<file path="src/rtl/jk_down_count_monitor_if.sv">
// rtl/jk_down_count_monitor_if.sv - counter sample in, phase/lock/error status out
interface jk_down_count_monitor_if #(
    parameter int WRAP_W = 8,
    parameter int ERR_W  = 4
);
    logic              clr;
    logic [1:0]        cnt_in;
    logic [3:0]        phase;
    logic              tc;
    logic [WRAP_W-1:0] wrap_cnt;
    logic              locked;
    logic              err;
    logic [ERR_W-1:0]  err_cnt;

    modport master (
        output clr, cnt_in,
        input  phase, tc, wrap_cnt, locked, err, err_cnt
    );

    modport slave (
        input  clr, cnt_in,
        output phase, tc, wrap_cnt, locked, err, err_cnt
    );
endinterface

</file>
<file path="src/rtl/jk_down_count_monitor.sv">
// rtl/jk_down_count_monitor.sv - checks a 2-bit down counter, locks onto it, emits phase strobes and tc
module jk_down_count_monitor #(
    parameter int WRAP_W   = 8,
    parameter int LOCK_CNT = 4,
    parameter int ERR_W    = 4
) (
    input  logic                     clk,
    input  logic                     reset,
    jk_down_count_monitor_if.slave   bus
);
    localparam int RUN_W = (LOCK_CNT > 1) ? $clog2(LOCK_CNT) : 1;
    localparam logic [RUN_W-1:0] RUN_LAST = RUN_W'(LOCK_CNT - 1);

    typedef enum logic [1:0] {IDLE, ACQUIRE, LOCKED, FAULT} state_t;

    state_t            state_q, state_d;
    logic [RUN_W-1:0]  run_q, run_d;
    logic [1:0]        prev_q, prev_d;
    logic              prev_vld_q, prev_vld_d;
    logic [3:0]        phase_q, phase_d;
    logic              tc_q, tc_d;
    logic [WRAP_W-1:0] wrap_cnt_q, wrap_cnt_d;
    logic              locked_q, locked_d;
    logic              err_q, err_d;
    logic [ERR_W-1:0]  err_cnt_q, err_cnt_d;
    logic              good;
    logic [1:0]        prev_dec;

    assign prev_dec = prev_q - 2'd1;
    assign good     = prev_vld_q && (bus.cnt_in == prev_dec);

    always_comb begin
        state_d    = state_q;
        run_d      = run_q;
        prev_d     = bus.cnt_in;
        prev_vld_d = 1'b1;
        phase_d    = 4'b0001 << bus.cnt_in;
        // a good transition out of 01 can only land on 00
        tc_d       = good && (prev_q == 2'b01);
        wrap_cnt_d = wrap_cnt_q;
        err_d      = err_q;
        err_cnt_d  = err_cnt_q;

        if (tc_d && state_q == LOCKED) begin
            wrap_cnt_d = wrap_cnt_q + WRAP_W'(1);
        end

        case (state_q)
            IDLE: begin
                state_d = ACQUIRE;
                run_d   = '0;
            end
            ACQUIRE: begin
                if (!good) begin
                    run_d = '0;
                end else if (run_q == RUN_LAST) begin
                    state_d = LOCKED;
                    run_d   = '0;
                end else begin
                    run_d = run_q + RUN_W'(1);
                end
            end
            LOCKED: begin
                if (!good) begin
                    state_d = FAULT;
                    err_d   = 1'b1;
                    if (err_cnt_q != '1) err_cnt_d = err_cnt_q + ERR_W'(1);
                end
            end
            FAULT: begin
                if (good) begin
                    state_d = (LOCK_CNT == 1) ? LOCKED : ACQUIRE;
                    run_d   = (LOCK_CNT == 1) ? '0 : RUN_W'(1);
                end else if (err_cnt_q != '1) begin
                    err_cnt_d = err_cnt_q + ERR_W'(1);
                end
            end
            default: state_d = IDLE;
        endcase

        locked_d = (state_d == LOCKED);

        if (bus.clr) begin
            state_d    = IDLE;
            run_d      = '0;
            prev_d     = '0;
            prev_vld_d = 1'b0;
            phase_d    = '0;
            tc_d       = 1'b0;
            wrap_cnt_d = '0;
            locked_d   = 1'b0;
            err_d      = 1'b0;
            err_cnt_d  = '0;
        end
    end

    always_ff @(posedge clk or posedge reset) begin
        if (reset) begin
            state_q    <= IDLE;
            run_q      <= '0;
            prev_q     <= '0;
            prev_vld_q <= 1'b0;
            phase_q    <= '0;
            tc_q       <= 1'b0;
            wrap_cnt_q <= '0;
            locked_q   <= 1'b0;
            err_q      <= 1'b0;
            err_cnt_q  <= '0;
        end else begin
            state_q    <= state_d;
            run_q      <= run_d;
            prev_q     <= prev_d;
            prev_vld_q <= prev_vld_d;
            phase_q    <= phase_d;
            tc_q       <= tc_d;
            wrap_cnt_q <= wrap_cnt_d;
            locked_q   <= locked_d;
            err_q      <= err_d;
            err_cnt_q  <= err_cnt_d;
        end
    end

    assign bus.phase    = phase_q;
    assign bus.tc       = tc_q;
    assign bus.wrap_cnt = wrap_cnt_q;
    assign bus.locked   = locked_q;
    assign bus.err      = err_q;
    assign bus.err_cnt  = err_cnt_q;
endmodule

</file>
<file path="src/flat_wrapper.sv">
// flat-port wrapper written by rule: the top's interface ports become plain ports
module jk_down_count_monitor_flat 
#(
    parameter int WRAP_W   = 8,
    parameter int LOCK_CNT = 4,
    parameter int ERR_W    = 4
)
  (clk, reset, bus_clr, bus_cnt_in, bus_phase, bus_tc, bus_wrap_cnt, bus_locked, bus_err, bus_err_cnt);
  jk_down_count_monitor_if #(.WRAP_W(WRAP_W), .ERR_W(ERR_W)) bus_i ();
  input  logic clk;
  input  logic reset;
  input wire logic [$bits(bus_i.clr)-1:0] bus_clr;
  input wire logic [$bits(bus_i.cnt_in)-1:0] bus_cnt_in;
  output wire logic [$bits(bus_i.phase)-1:0] bus_phase;
  output wire logic [$bits(bus_i.tc)-1:0] bus_tc;
  output wire logic [$bits(bus_i.wrap_cnt)-1:0] bus_wrap_cnt;
  output wire logic [$bits(bus_i.locked)-1:0] bus_locked;
  output wire logic [$bits(bus_i.err)-1:0] bus_err;
  output wire logic [$bits(bus_i.err_cnt)-1:0] bus_err_cnt;
  assign bus_i.clr = bus_clr;
  assign bus_i.cnt_in = bus_cnt_in;
  assign bus_phase = bus_i.phase;
  assign bus_tc = bus_i.tc;
  assign bus_wrap_cnt = bus_i.wrap_cnt;
  assign bus_locked = bus_i.locked;
  assign bus_err = bus_i.err;
  assign bus_err_cnt = bus_i.err_cnt;
  jk_down_count_monitor #(.WRAP_W(WRAP_W), .LOCK_CNT(LOCK_CNT), .ERR_W(ERR_W)) u_core (.clk(clk), .reset(reset), .bus(bus_i));
endmodule
</file>
<file path="config.mk">
export PLATFORM = sky130hd
export DESIGN_NAME = jk_down_count_monitor_flat
export DESIGN_NICKNAME = d
export VERILOG_FILES = /design/src/rtl/jk_down_count_monitor_if.sv /design/src/rtl/jk_down_count_monitor.sv /design/src/flat_wrapper.sv
export SDC_FILE = /design/constraint.sdc
export NUM_CORES = 1
export LEC_CHECK = 0
export ABC_AREA = 1
export BUFFER_PORTS_ARGS = -buffer_cell sky130_fd_sc_hd__buf_2
export CORE_MARGIN = 8
export CORE_UTILIZATION = 49
export CTS_CLUSTER_SIZE = 14
export DETAILED_ROUTE_END_ITERATION = 6
export GPL_ROUTABILITY_DRIVEN = 0
export PLACE_DENSITY_LB_ADDON = 0.12
export SLEW_MARGIN = 20
export SYNTH_ARGS = -nofsm -noshare
export SYNTH_HDL_FRONTEND = slang
export SYNTH_SLANG_ARGS = --single-unit
</file>
<file path="constraint.sdc">
create_clock -name clk -period 1.35 [get_ports clk]
set_clock_uncertainty 0.1 [all_clocks]
set_input_delay 0.135 -clock clk [delete_from_list [all_inputs] [get_ports clk]]
set_output_delay 0.135 -clock clk [all_outputs]
set_load 0.005 [all_outputs]
</file>
==> summary.md <==
| Metric | Value |
|---|---|
| Internal | 0.00124 W |
| Post-route clock period utilization | 1.19 |
| Final core occ | 0.654 |
| CTS sink cnt | 26 |
| Required @ worst endpoint | 1470 ps |
| Pwr per Cell Area | 958 nW/um2 |
| Register area | 651 um2 |
| Largest net degree at the start of global routing | 27 |
| Pre-CTS setup slack | -218 ps |
| Worst-margin pin slew | 375 ps |
| Max-slew violation count | 0 |
| CP endpoint kind | flop |
| Worst Setup Start Kind | flop |
| Sequential power share | 0.503 |
| Avg WL per Cell | 13.1 um |
| Gr usage total | 0.139 |
| Initial Utilization | 0.502 |
| Synthesized area per cell | 8.13 um2 |
| Crit-path most repeated cell | nand2_2 |
| P_leak | 0.953 nW |
| Via/cell ratio | 5.25 |
| Worst vdd ir | 0.634 mV |
| WHS Path Cells | 2 |
| CP Buf/Inv Count | 2 |
| CTS tree | yes |
| Worst r2r path cells | 9 |
| Via Count | 1245 |
| # setup viols final | 19 |
| Levels on crit path | 9 |
| Relative slew slack | 0.750 |
| Die area | 4690 um2 |
| Clk pwr share | 0.321 |
| Number of synthesized register bits | 26 |
| Num CTS Buffers | 3 |
| Kind of critical path | flop to flop |
| First-pass GRT wire length | 5.15 mm |
| Logic pwr share | 0.176 |
| Post-DP HPWL | 2.13 mm |
| Final worst setup slack | -262 ps |
| Post-synth net total | 175 |
| # Max-Cap Violations | 0 |
| Synth Instances | 166 |
| Syn Std Cell Area | 1350 um2 |
| Clock Tree Root | clkbuf_4 |
| # H-tree levels | 1 |
| Area growth syn-to-layout | 30.3% |
| Hold/Removal Path Class | primary input to flop |
| I/O pin count | 24 |
| Fin nets | 216 |
| Crit path max fanout | 4 |
| Core box area | 2690 um2 |
| Asr flop ratio synth | 1.00 |
| Chip width | 68.5 um |
| Outcome | complete, but fails checks |
| Synth area leader | dfrtp_1 |
| DRC violations left | 0 |
| Sw Share | 0.263 |
| CP Data Arrival Time | 1740 ps |
| Hold Worst Slack | 39.2 ps |
| Multi-input logic area | 713 um2 |
| Slowest CP cell | dfrtp_1 |
| DR pass1 iterations | 4 |
| Chip Height | 68.5 um |
| Worst-path cell chain | ha_1, inv_2, nand2_2, nand2_2, nor2_4, buf_4, nand4_4, nand3_1, nand2_1 |
| Overflow after GRT | 0 |
| Max Clock Freq | 620 MHz |
| Post-route ant nets | 0 |
| Top cells by area, synth | dfrtp_1 48%, nand2_1 13%, nor2_1 6.4% |
| Psw | 0.000442 W |
| Post-synthesis sequential area ratio | 0.482 |
| IO Port Bufs | 23 |
| # diodes | 0 |
| Synthesis warning total | 0 |
| Synth top area share | 0.482 |
| Number of core rows | 19 |
| Final WL | 3.10 mm |
| Layout cells sized above 1 | 0.306 |
| Most common cell after layout, fill and taps aside | nand2_1 |
| Initial antenna violation count | 0 |
| Failing checks | setup timing |
| Vias in the first global route | 1179 |
| CP delay by family, top | simple AND/OR/NAND/NOR gates |
| Iter 0 DRT Violations | 92 |
| # fillers | 232 |
| Min cycle time layout | 1610 ps |
| Skew-Pair Late Insertion Delay | 320 ps |
| Synth cell types | 23 |
| RSZ-0062 raised after global routing | yes |
| Final Hold Vio Count | 0 |
| Most frequent cells in the layout | 39 x nand2_1, 26 x dfrtp_1, 23 x buf_2 |
| Worst-path clk slew | 150 ps |
| Post-synth EDFFs | 0 |
| CTS max path bufs | 2 |
| Largest stage delay on the critical path | 410 ps |
| Ys flop type | dfrtp_1 |
## final cells by class
cell class	instances	area share
multi-input cells	122	0.406
clock buffers	3	0.0128
clock inverters	1	0.0171
repair buffers	38	0.137
well taps	31	0.0221
flip-flops and latches	26	0.370
inverters	16	0.0356
## worst paths after layout
kind / from / end / slack [ps]
worst max-delay path: u_core.prev_q[0] / u_core.bus.wrap_cnt[1] / -260
worst min-delay path: bus_clr / u_core.prev_q[1] / 40
worst max register to register: u_core.prev_q[0] / u_core.bus.wrap_cnt[1] / -260
worst min register to register: u_core.bus.err / u_core.bus.err / 410
max in group asynchronous: reset / u_core.bus.wrap_cnt[3] / 610
min in group asynchronous: reset / u_core.state_q[1] / 290
## metal layers
layer  vias to the layer above  routed length [um]  global-route usage
li1                        618                   -                   -
met1                       590                1350               0.171
met2                        33                1570               0.242
met3                         4                 142              0.0229
met4                         0                  31              0.0435
met5                         -                   0                   0
## worst reg2reg max path, cell delays in order, from the launching register on
cell     delay [ps]
dfrtp_1         410
ha_1            280
inv_2            50
nand2_2          50
nand2_2          60
nor2_4          170
buf_4           150
nand4_4          90
nand3_1         100
nand2_1          60
## cells by family (layout without fill, tap and decap cells)
| group | count (synthesis) | count (layout) | synth area share |
|---|---|---|---|
| compound gates | 5 | 5 | 0.0250 |
| xor+xnor | 4 | 4 | 0.0260 |
| fa+ha+maj | 4 | 4 | 0.0371 |
| buf+inv | 19 | 58 | 0.0529 |
| flops | 26 | 26 | 0.482 |
| simple gates | 108 | 109 | 0.377 |
## stage by stage
step / instances / total power (W) / setup TNS (ps) / area [um2]
2_1_floorplan: 166 / 0.00101 / -1780 / 1350
3_3_place_gp: 225 / 0.00111 / -2850 / 1560
3_5_place_dp: 225 / 0.00112 / -3320 / 1560
4_1_cts: 235 / 0.00167 / -3770 / 1690
5_1_grt: 237 / 0.00176 / -5750 / 1760
6_report: 237 / 0.00168 / -4250 / 1760
## power groups by stage
stage	combinational [W]	sequential, W	clock [W]
2_1_floorplan	0.000140	0.000869	0
3_3_place_gp	0.000247	0.000859	0
3_5_place_dp	0.000255	0.000862	0
4_1_cts	0.000281	0.000847	0.000545
5_1_grt	0.000337	0.000853	0.000569
6_report	0.000296	0.000847	0.000540
## state kept, by name (all words and copies together) (netlist names)
signal / count
u_core.bus.err: 1
u_core.state_q: 2
u_core.bus.wrap_cnt: 8
u_core.bus.tc: 1
u_core.bus.err_cnt: 4
u_core.prev_vld_q: 1
u_core.run_q: 2
u_core.bus.locked: 1
u_core.prev_q: 2
u_core.bus.phase: 4
## Yosys cell counts (all sizes together), types with 2 or more instances
cell	instances
nand4	8
xnor2	2
nor3	5
dfrtp	26
ha	4
nand2	49
o21bai	2
o21ai	2
clkbuf	2
inv	16
nand3	19
nor2	26
xor2	2
## what timing repair did
action	4_1_cts	5_1_grt
setup endpoints to repair	19	19
cloned	0	1
hold buffers	5	0
gates resized for setup	7	11
pin swaps	2	4
buffers inserted	1	1
hold endpoints to repair	30	0
Note: power is estimated with default switching activity, not from simulation.
